### src/rtl/addsub_serial_n.sv
// Digit-serial adder/subtractor: processes DIGIT bits per cycle, LSB digit first,
// with a valid/ready handshake on both sides and registered carry/overflow/zero flags.

module addsub_serial_n_digit #(
  parameter int DIGIT = 4
) (
  input  logic [DIGIT-1:0] a,
  input  logic [DIGIT-1:0] b,
  input  logic             ci,
  output logic [DIGIT-1:0] s,
  output logic             co
);
  assign {co, s} = {1'b0, a} + {1'b0, b} + {{DIGIT{1'b0}}, ci};
endmodule

module addsub_serial_n #(
  parameter int WIDTH = 16,
  parameter int DIGIT = 4
) (
  input  logic             clk,
  input  logic             rst,
  input  logic             in_valid,
  output logic             in_ready,
  input  logic [WIDTH-1:0] x,
  input  logic [WIDTH-1:0] y,
  input  logic             m,
  output logic             out_valid,
  input  logic             out_ready,
  output logic [WIDTH-1:0] s,
  output logic             cout,
  output logic             ovf,
  output logic             zero
);
  localparam int NDIG = WIDTH / DIGIT;
  localparam int CW   = (NDIG > 1) ? $clog2(NDIG) : 1;

  typedef enum logic [1:0] {IDLE, RUN, DONE} state_t;

  state_t                 st, st_nxt;
  logic [WIDTH-1:0]       a, b;
  logic                   c;
  logic [CW-1:0]          cnt;
  logic                   a_msb, b_msb;
  logic [DIGIT-1:0]       dsum;
  logic                   dc;
  logic [WIDTH+DIGIT-1:0] s_wide;
  logic [WIDTH-1:0]       s_nxt;
  logic                   last;

  addsub_serial_n_digit #(.DIGIT(DIGIT)) u_dig (
    .a  (a[DIGIT-1:0]),
    .b  (b[DIGIT-1:0]),
    .ci (c),
    .s  (dsum),
    .co (dc)
  );

  // New digit enters s from the top; after NDIG steps the LSB digit sits at bit 0.
  assign s_wide = {dsum, s};
  assign s_nxt  = s_wide[WIDTH+DIGIT-1:DIGIT];
  assign last   = (cnt == CW'(NDIG - 1));

  always_ff @(posedge clk) begin
    if (rst) st <= IDLE;
    else     st <= st_nxt;
  end

  always_comb begin
    st_nxt    = st;
    in_ready  = 1'b0;
    out_valid = 1'b0;
    case (st)
      IDLE: begin
        in_ready = 1'b1;
        if (in_valid) st_nxt = RUN;
      end
      RUN:  if (last) st_nxt = DONE;
      DONE: begin
        out_valid = 1'b1;
        if (out_ready) st_nxt = IDLE;
      end
      default: st_nxt = IDLE;
    endcase
  end

  always_ff @(posedge clk) begin
    if (rst) begin
      a     <= '0;
      b     <= '0;
      c     <= 1'b0;
      cnt   <= '0;
      a_msb <= 1'b0;
      b_msb <= 1'b0;
      s     <= '0;
      cout  <= 1'b0;
      ovf   <= 1'b0;
      zero  <= 1'b0;
    end else begin
      case (st)
        IDLE: if (in_valid) begin
          // Subtract is x + ~y + 1: invert B and seed the carry with m.
          a     <= x;
          b     <= y ^ {WIDTH{m}};
          c     <= m;
          cnt   <= '0;
          a_msb <= x[WIDTH-1];
          b_msb <= y[WIDTH-1] ^ m;
        end
        RUN: begin
          a   <= a >> DIGIT;
          b   <= b >> DIGIT;
          s   <= s_nxt;
          c   <= dc;
          cnt <= cnt + 1'b1;
          if (last) begin
            cout <= dc;
            zero <= (s_nxt == '0);
            ovf  <= (a_msb == b_msb) && (s_nxt[WIDTH-1] != a_msb);
          end
        end
        default: ;
      endcase
    end
  end
endmodule

### config.mk
export PLATFORM = sky130hd
export DESIGN_NAME = addsub_serial_n
export DESIGN_NICKNAME = d
export VERILOG_FILES = /design/src/rtl/addsub_serial_n.sv
export SDC_FILE = /design/constraint.sdc
export NUM_CORES = 1
export LEC_CHECK = 0
export CAP_MARGIN = 20
export CORE_ASPECT_RATIO = 0.7
export CORE_MARGIN = 4
export CORE_UTILIZATION = 45
export DETAILED_ROUTE_END_ITERATION = 10
export PLACE_DENSITY_LB_ADDON = 0.08
export SETUP_SLACK_MARGIN = 0.5
export SLEW_MARGIN = 20
export SYNTH_ARGS = -nofsm -noshare
export SYNTH_HDL_FRONTEND = slang
export SYNTH_SLANG_ARGS = --single-unit
### constraint.sdc
create_clock -name clk -period 1.9 [get_ports clk]
set_input_delay 0.38 -clock clk [delete_from_list [all_inputs] [get_ports clk]]
set_output_delay 0.38 -clock clk [all_outputs]
set_load 0.05 [all_outputs]
Yosys cells after proc, flatten, opt, wreduce, memory -nomap -nowiden
Index checks and enable logic that the tools add are counted.
{"block": "word_totals", "inputBits": 37, "out_inout_bits": 21, "elab_cells": 46, "reg_bits": 58}
{"block": "op_classes", "n_reduce_logical": 8, "mux": 14, "add_sub_neg": 3, "n_eq_ne": 8, "n_bitwise": 2}
{"operator": "$pmux W16 S2", "count": 2}
{"operator": "$mux W16", "count": 2}
{"operator": "$logic_not A16 Y1", "count": 1}
{"operator": "$xor A16 B16 Y16", "count": 1}
{"operator": "$mux W2", "count": 4}
{"operator": "$ne A2 B2 Y1 const B", "count": 3}
{"operator": "$pmux W2 S3", "count": 1}
{"operator": "$reduce_and A2 Y1", "count": 3}
{"operator": "$add A4 B4 Y5", "count": 1}
{"operator": "$add A5 B1 Y5", "count": 1}
{"operator": "$eq A2 B2 Y1 const B", "count": 2}
{"operator": "$pmux W2 S2", "count": 1}
{"operator": "$mux W1", "count": 3}
{"operator": "$reduce_and A3 Y1", "count": 1}
{"operator": "$add A2 B1 Y2 const B", "count": 1}
{"operator": "$eq A2 B1 Y1 const B", "count": 1}
{"operator": "$logic_not A2 Y1", "count": 1}
{"operator": "$pmux W1 S2", "count": 1}
{"operator": "$reduce_bool A2 Y1", "count": 1}
{"operator": "$eq A1 B1 Y1", "count": 1}
{"operator": "$logic_and A1 B1 Y1", "count": 1}
{"operator": "$ne A1 B1 Y1", "count": 1}
{"operator": "$xor A1 B1 Y1", "count": 1}

Longest topological paths before layout
Gate-level depths: netlist of run 1.
{"block": "depth", "word_depth": 4, "mapped_depth": 7, "ltp_nobuf": 7}

Cells and area by module
Synthesis of run 1 repeated with hierarchy kept, for this count alone.
{"block": "unflattened", "cells_unflattened": 304, "hier_area_um2": 2611.3}
{"module": "addsub_serial_n", "area_per_inst_um2": 2467.4, "cells_each": 288, "instances": 1, "seq_area_each_um2": 1161.1}
{"module": "addsub_serial_n_digit", "area_per_inst_um2": 143.9, "cells_each": 16, "instances": 1, "seq_area_each_um2": 0.0}

Worst setup path before layout of run 1
No wires, ideal clock.
{"block": "synth_path", "path_kind": "register -> register", "start": "register st[1]", "end": "register a[12]", "t_required_ps": 1768, "t_arrival_ps": 1630, "path_stages_with_launch": 6, "path_slack_ps": 137, "setup_time_ps": 132, "period_less_slack_ps": 1763, "cell_sequence": "dfxtp_1 nor2_1 nand2_1 clkbuf_1 nand3_1 a21oi_1"}
{"block": "synth_between", "elab_chain_cells": 3, "elab_cells_between_ends": 6, "classes_between": "eq/ne (2); mux (1); reduce/logical (3)"}
{"item": "from (decl)", "line_no": "39", "text": "state_t st, st_nxt;"}
{"item": "from (signal assigned)", "line_no": "65", "text": "else st <= st_nxt;"}
{"item": "$eq A2 B1 Y1 or $logic_not A2 Y1 (tied branches)", "line_no": "99", "text": "case (st)"}
{"item": "$reduce_bool A2 Y1 (no source line) or $ne A2 B2 Y1 (tied branches)"}
{"item": "$reduce_and A2 Y1 (no source line)"}
{"item": "to (signal assigned)", "line_no": "110", "text": "a <= a >> DIGIT;"}
{"item": "to (decl)", "line_no": "40", "text": "logic [WIDTH-1:0] a, b;"}
Parallel ways exist; a longest one is shown, timed or not.
A chain may end at the register's enable or synchronous reset.

Worst setup path in the final report of run 1
{"block": "layout_path", "start": "register c", "end": "register zero"}
{"block": "layout_between", "elab_chain_cells": 2}
{"item": "from (decl)", "line_no": "41", "text": "logic c;"}
{"item": "from (signal assigned)", "line_no": "104", "text": "c <= m;"}
{"item": "$add A5 B1 Y5", "line_no": "13", "text": "assign {co, s} = {1'b0, a} + {1'b0, b} + {{DIGIT{1'b0}}, ci};"}
{"item": "$logic_not A16 Y1", "line_no": "117", "text": "zero <= (s_nxt == '0);"}
{"item": "to (signal assigned)", "line_no": "117"}
{"item": "to (decl)", "line_no": "32", "text": "output logic zero"}
No other way between the ends.

==> results of run 1 <==
layout make-up:
cell class / count / area, um2 / area share (%)
multi-input combinational: 227 / 1360 / 38.1
sequential: 58 / 1170 / 32.7
timing repair buffer: 76 / 736 / 20.7
clock buffer: 15 / 196 / 5.52
tap: 72 / 90.1 / 2.53
inverter: 3 / 11.3 / 0.316
clock inverter: 1 / 5.00 / 0.141
synth_stat cells, types with 2 or more instances:
master	n
a21oi_1	43
a22oi_1	13
a311oi_1	12
buf_1	2
buf_2	12
clkbuf_1	10
dfxtp_1	58
fa_1	2
ha_1	4
inv_1	3
nand2_1	80
nand2b_1	2
nand3_1	9
nor2_1	22
nor2b_1	3
nor3_1	3
or4_1	2
xor2_1	16
kinds of logic (layout without fill, tap and decap cells):
| kind of cell | after synthesis | count (layout) | share of synthesized area [%] |
|---|---|---|---|
| DFF | 58 | 58 | 45.5 |
| adders and majority gates | 6 | 6 | 3.53 |
| AOI/OAI and AO/OA | 75 | 75 | 18.7 |
| buffers and inverters | 27 | 95 | 4.56 |
| xor gates and xnor gates | 17 | 17 | 5.83 |
| and+or+nand+nor | 129 | 129 | 21.9 |
flip-flops by register name (all words and copies together), names as in the netlist:
| name | count |
|---|---|
| b | 16 |
| s | 16 |
| zero | 1 |
| cout | 1 |
| ovf | 1 |
| st | 2 |
| cnt | 2 |
| a_msb | 1 |
| c | 1 |
| b_msb | 1 |
| a | 16 |
worst paths after layout:
kind / depth (start not counted) / to / startpoint / slack, ns
max reg2reg: 6 / zero / c / 0.19
max: 6 / zero / c / 0.19
min reg2reg: 2 / s[3] / s[3] / 0.45
min: 2 / s[3] / s[3] / 0.45
worst reg2reg max path, cell delays in order (launching register included):
cell       delay (ns)
dfxtp_2          0.33
fa_2             0.40
inv_2            0.07
fa_2             0.43
nor3b_2          0.17
o2111ai_1        0.10
a21oi_1          0.09
through the flow:
stage / hold WS [ns] / power (mW) / utilization (%)
final: 0.452 / 3.04 / 66.3
after global routing: 0.475 / 3.18 / 66.3
after CTS: 0.455 / 3.04 / 65.8
after detailed placement: 0.449 / 1.88 / 60.2
after global placement: 0.442 / 1.88 / 60.2
after floorplan: 0.437 / 1.69 / -
report_power, final:
part / switching, mW / internal (mW)
Clock: 0.463 / 0.650
Sequential: 0.0575 / 1.30
Combinational: 0.297 / 0.278
Total: 0.817 / 2.22
placed cells by master, fill, tap and decap left out, types with 2 or more instances in the layout:
| master | instances |
|---|---|
| dfxtp_1 | 54 |
| fa_2 | 2 |
| ha_1 | 3 |
| buf_12 | 4 |
| buf_2 | 4 |
| buf_6 | 5 |
| inv_1 | 2 |
| nor3_1 | 2 |
| clkdlybuf4s50_1 | 34 |
| clkbuf_8 | 14 |
| nand2_1 | 80 |
| nor2_1 | 21 |
| dfxtp_2 | 4 |
| buf_4 | 26 |
| a311oi_1 | 12 |
| nor2b_4 | 2 |
| a21oi_1 | 42 |
| nand3_1 | 8 |
| a22oi_1 | 13 |
| xor2_1 | 16 |
what timing repair did:
action | 4_1_cts | 5_1_grt
endpoints found under the setup margin | 49 | 32
setup buffers | 6 | 2
resized for setup | 29 | 10
gates cloned | 1 | 0
pin swaps | 8 | 1
hold buffers | 0 | 0
layer usage:
layer  part of all wire, %  GRT usage, %  routed length (um)  vias to the layer above
met5                     0             0                   0                        -
met4                   1.1          6.30                  66                        0
met3                   6.8          6.80                 425                        6
met2                    41          24.5                2570                       71
met1                    51          26.0                3150                     1058
li1                      -             -                   -                     1197
==> reports/metrics.cfg, run 1 <==
[yosys]
synth-edff-count = 0
ys_seq_area_share_pct = 45.5
synth_nets = 355
ys_warn_count = 0
synth.distinct_cells = 34
synth_area_per_cell_um2 = 8.18
yosysTopAreaCellShare_pct = 45.5
syn_inst = 312
async_flop_share_pct = 0
ys.flop_type = dfxtp_1
yosys.area.top_type = dfxtp_1
ys_ff_latch = 58
syn_area_um2 = 2550
synth_top_cells_by_area = dfxtp_1, nand2_1, a21oi_1, xor2_1, a311oi_1

[clocking]
clock_latency_ns = 0.33
tritoncts = yes
cts.sinks = 58
cts_max_level = 3
clockBufferDepth = 2
cts_buffers = 9
root_buffer = clkbuf_8
cts.reportedPaths.clkPinSlew_ns = 0.06

[sta]
finalMaxSlewViolations = 0
tns_ns = 0
setup_ws_ns = 0.194
layout_min_cycle_time_ns = 1.71
hold_viol = 0
setup_viol = 0
timing.fmax_mhz = 586
rsz0062_at_grt = true
tightest_slew_ns = 0.256
period_share_pct = 89.8
maxSlewHeadroom_pct = 82.8
skew_ns = 0.00480

[setup_path]
crit_required_ns = 2.12
cp_cell_sequence = fa_2 > inv_2 > fa_2 > nor3b_2 > o2111ai_1 > a21oi_1
cp.buffers_inverters = 1
cp_slowest_cell = fa_2
critical-path-top-delay-family = adder cells
crit_type = reg -> reg
cp-start-kind = register
max_stage_delay_ns = 0.43
end_kind = register
arrival_ns = 1.92
cp_common_cell = fa_2
crit_path_max_fanout = 2

[cells_and_area]
synthToLayoutAreaGrowth_pct = 39.5
design_area_um2 = 3560
diodes = 0
fill_cells = 476
finalNetCount = 418
drive_gt1_share_pct = 20.8
fin_cells = 452

[place]
dp_hpwl_mm = 4.07
gp_congestion = 0.834
place_area_um2 = 3230
io_buffers = 57
place_inst = 427
dp_slack_ns = 0.112

[floorplanning]
core_area_um2 = 5370
initial_core_util_pct = 47.6
die_area_um2 = 6960
ios = 58
die_w_um = 98.0
fp-row-count = 22
die_height_um = 71.0

[grt]
overflow = 0
globalRouteTotalUtil_pct = 18.1
grt_pass1_wl_mm = 10.1
grt_max_degree = 59
grt_pass1_vias = 2089
antenna_found_initial = 0

[status]
outcome = completed

[routing]
vias_per_cell = 5.16
drc_errors = 0
first_iter_violations = 96
drtPass1Iterations = 4
dr_total_vias = 2332
wl_per_cell_um = 13.7
postRouteAntennaNets = 0
routed_wl_mm = 6.21

[power]
p_per_area_nw_per_um2 = 854
ir_worst_vdd_mv = 0.417
leakage_nw = 1.39

[min_path]
min_path_type = reg -> reg

[run]
cap_violations = 0

(Power assumes the default switching activity.)
==> run 2, diff against run 1 <==
--- a/config.mk
+++ b/config.mk
@@ -8,7 +8,8 @@
 export CAP_MARGIN = 20
 export CORE_ASPECT_RATIO = 0.7
 export CORE_MARGIN = 4
-export CORE_UTILIZATION = 45
+export CORE_UTILIZATION = 47
+export CTS_BUF_LIST = sky130_fd_sc_hd__clkbuf_8
 export DETAILED_ROUTE_END_ITERATION = 10
 export PLACE_DENSITY_LB_ADDON = 0.08
 export SETUP_SLACK_MARGIN = 0.5
==> run 2 against run 1 <==
Effect of this change:
- first-iteration DRC count grew 50%
- cell count is 1.1% lower
- combinational power hardly changed
- highest routed layer unchanged
- core utilization increased by 1.1 points
- global-route usage up 1.6 points
- wire length about the same
- largest cell class unchanged
- power fell by 6.1%
- flip-flop and latch count did not move
- worst setup slack improved by 0.0093 ns
- critical path depth shrank 1
==> reports/metrics.cfg, run 2 (synthesis results as in run 1) <==
[floorplanning]
die_height_um = 69.7
die_w_um = 96.1
fp-row-count = 22
ios = 58
initial_core_util_pct = 48.5
die_area_um2 = 6690
core_area_um2 = 5260

[place]
io_buffers = 57
dp_slack_ns = 0.112
place_inst = 427
gp_congestion = 0.814
dp_hpwl_mm = 4.13

[setup_path]
ff2ff_setup_slack_ns = 0.20
r2r_cells = 5
reg2reg_to = ovf
cp_cell_sequence = fa_2 > nand3_2 > a21boi_2 > or4_4 > a311oi_2
crit_type = reg -> reg
arrival_ns = 1.93
crit_required_ns = 2.14
max_stage_delay_ns = 0.53
cp_slowest_cell = or4_4
cp-start-kind = register
crit_path_max_fanout = 2
reg2reg_from = c
end_kind = register

[status]
outcome = completed

[sta]
hold_viol = 0
tightest_slew_ns = 0.271
period_share_pct = 89.3
setup_viol = 0
rsz0062_at_grt = true
timing.fmax_mhz = 589
skew_ns = 0.00518
setup_ws_ns = 0.203
layout_min_cycle_time_ns = 1.70
maxSlewHeadroom_pct = 81.8
hold_ws_ns = 0.455
tns_ns = 0
finalMaxSlewViolations = 0

[routing]
routed_wl_mm = 6.21
drtPass1Iterations = 4
postRouteAntennaNets = 0
vias_per_cell = 5.17
drc_errors = 0
wl_per_cell_um = 13.9
first_iter_violations = 144
dr_total_vias = 2310

[min_path]
hold_depth = 2
min-delay-start = s[1]
hold_end = s[1]
min_path_type = reg -> reg

[cells_and_area]
fill_cells = 433
finalNetCount = 416
diodes = 0
multi_input_comb_area_um2 = 1370
register_area_um2 = 1170
top_regs = a: 16 flops, b: 16 flops, s: 16 flops
synthToLayoutAreaGrowth_pct = 38.9
drive_gt1_share_pct = 21.1
final_common_cell = nand2_1
fin_cells = 447
final_cell_mix = nand2_1, dfxtp_1, a21oi_1, clkdlybuf4s50_1, buf_4

[clocking]
cts.sinks = 58
hold_buffers = 0
tritoncts = yes
cts_buffers = 9
clock_latency_ns = 0.32
cts.reportedPaths.clkPinSlew_ns = 0.06
cts_max_level = 3
clockBufferDepth = 2
root_buffer = clkbuf_8

[grt]
grt_max_degree = 59
grt_pass1_vias = 2046
antenna_found_initial = 0
overflow = 0
grt_pass1_wl_mm = 10.2
globalRouteTotalUtil_pct = 19.7

[power]
leakage_nw = 1.37
p_per_area_nw_per_um2 = 805
ir_worst_vdd_mv = 0.473
power_mw = 2.85

[run]
cap_violations = 0

[run 2: cell count changes in the layout (fill, tap and decap cells not counted), moves of 2 or more]
| cell | change |
|---|---|
| dfxtp_4 | +2 |
| inv_1 | +2 |
| buf_6 | -2 |
| dfxtp_1 | -2 |
| clkbuf_8 | -3 |
[run 2: report_power, final]
| part | leakage (nW) | internal, mW | switching [mW] | total (mW) |
|---|---|---|---|---|
| Clock | 0.0897 | 0.512 | 0.416 | 0.929 |
| Combinational | 0.808 | 0.274 | 0.299 | 0.573 |
| Sequential | 0.477 | 1.30 | 0.0580 | 1.35 |
| Total | 1.37 | 2.08 | 0.773 | 2.85 |
[run 2: how the worst max path moves through the flow]
stage,from,end,slack [ns]
floorplan,c,zero,0.27
global placement,in_valid,a[7],0.16
detailed placement,in_valid,a[0],0.11
CTS,c,ovf,0.20
global route,c,zero,0.13
finish,c,ovf,0.20
[run 2: repair_timing]
item                                    4_1_cts  5_1_grt
cloned                                        2        0
endpoints found under the setup margin       24       24
resized for setup                            26       12
setup buffers                                 5        0
pin swaps                                     6        4
hold endpoints to repair                      0        0
[run 2: routing by layer]
metal,up-vias,global-route usage (%),routed length [um]
met2,61,26.4,2770
met5,-,0,0
met4,0,5.21,51
li1,1185,-,-
met3,5,6.83,405
met1,1059,29.6,2990
[run 2: per-stage QoR]
step	area (um2)	utilization (%)
4_1_cts	3520	66.9
5_1_grt	3550	67.4
6_report	3550	67.4
3_3_place_gp	3230	61.4
3_5_place_dp	3230	61.4
2_1_floorplan	2590	-
[run 2: final cells by class]
type	count	share of cell area, %
multi-input cells	227	38.7
repair buffers	74	20.8
inverters	3	0.318
clock inverters	2	0.212
flip-flops and latches	58	33.1
clock buffers	11	4.27
well taps	72	2.54
[run 2: worst max-delay path: cells and delay by family, from the launching register on]
| kind | cells | cell delay [ns] |
|---|---|---|
| AND/OR/NAND/NOR | 2 | 0.62 |
| adder cells (fa/ha/maj) | 1 | 0.40 |
| flip-flops | 1 | 0.33 |
| AO/OA/AOI/OAI | 2 | 0.25 |
==> run 3, diff against run 2 <==
--- a/config.mk
+++ b/config.mk
@@ -5,6 +5,7 @@
 export SDC_FILE = /design/constraint.sdc
 export NUM_CORES = 1
 export LEC_CHECK = 0
+export ABC_CLOCK_PERIOD_IN_PS = 1900
 export CAP_MARGIN = 20
 export CORE_ASPECT_RATIO = 0.7
 export CORE_MARGIN = 4
==> results of run 3 <==
Final layout, timing and power as in run 2 (identical DEF).
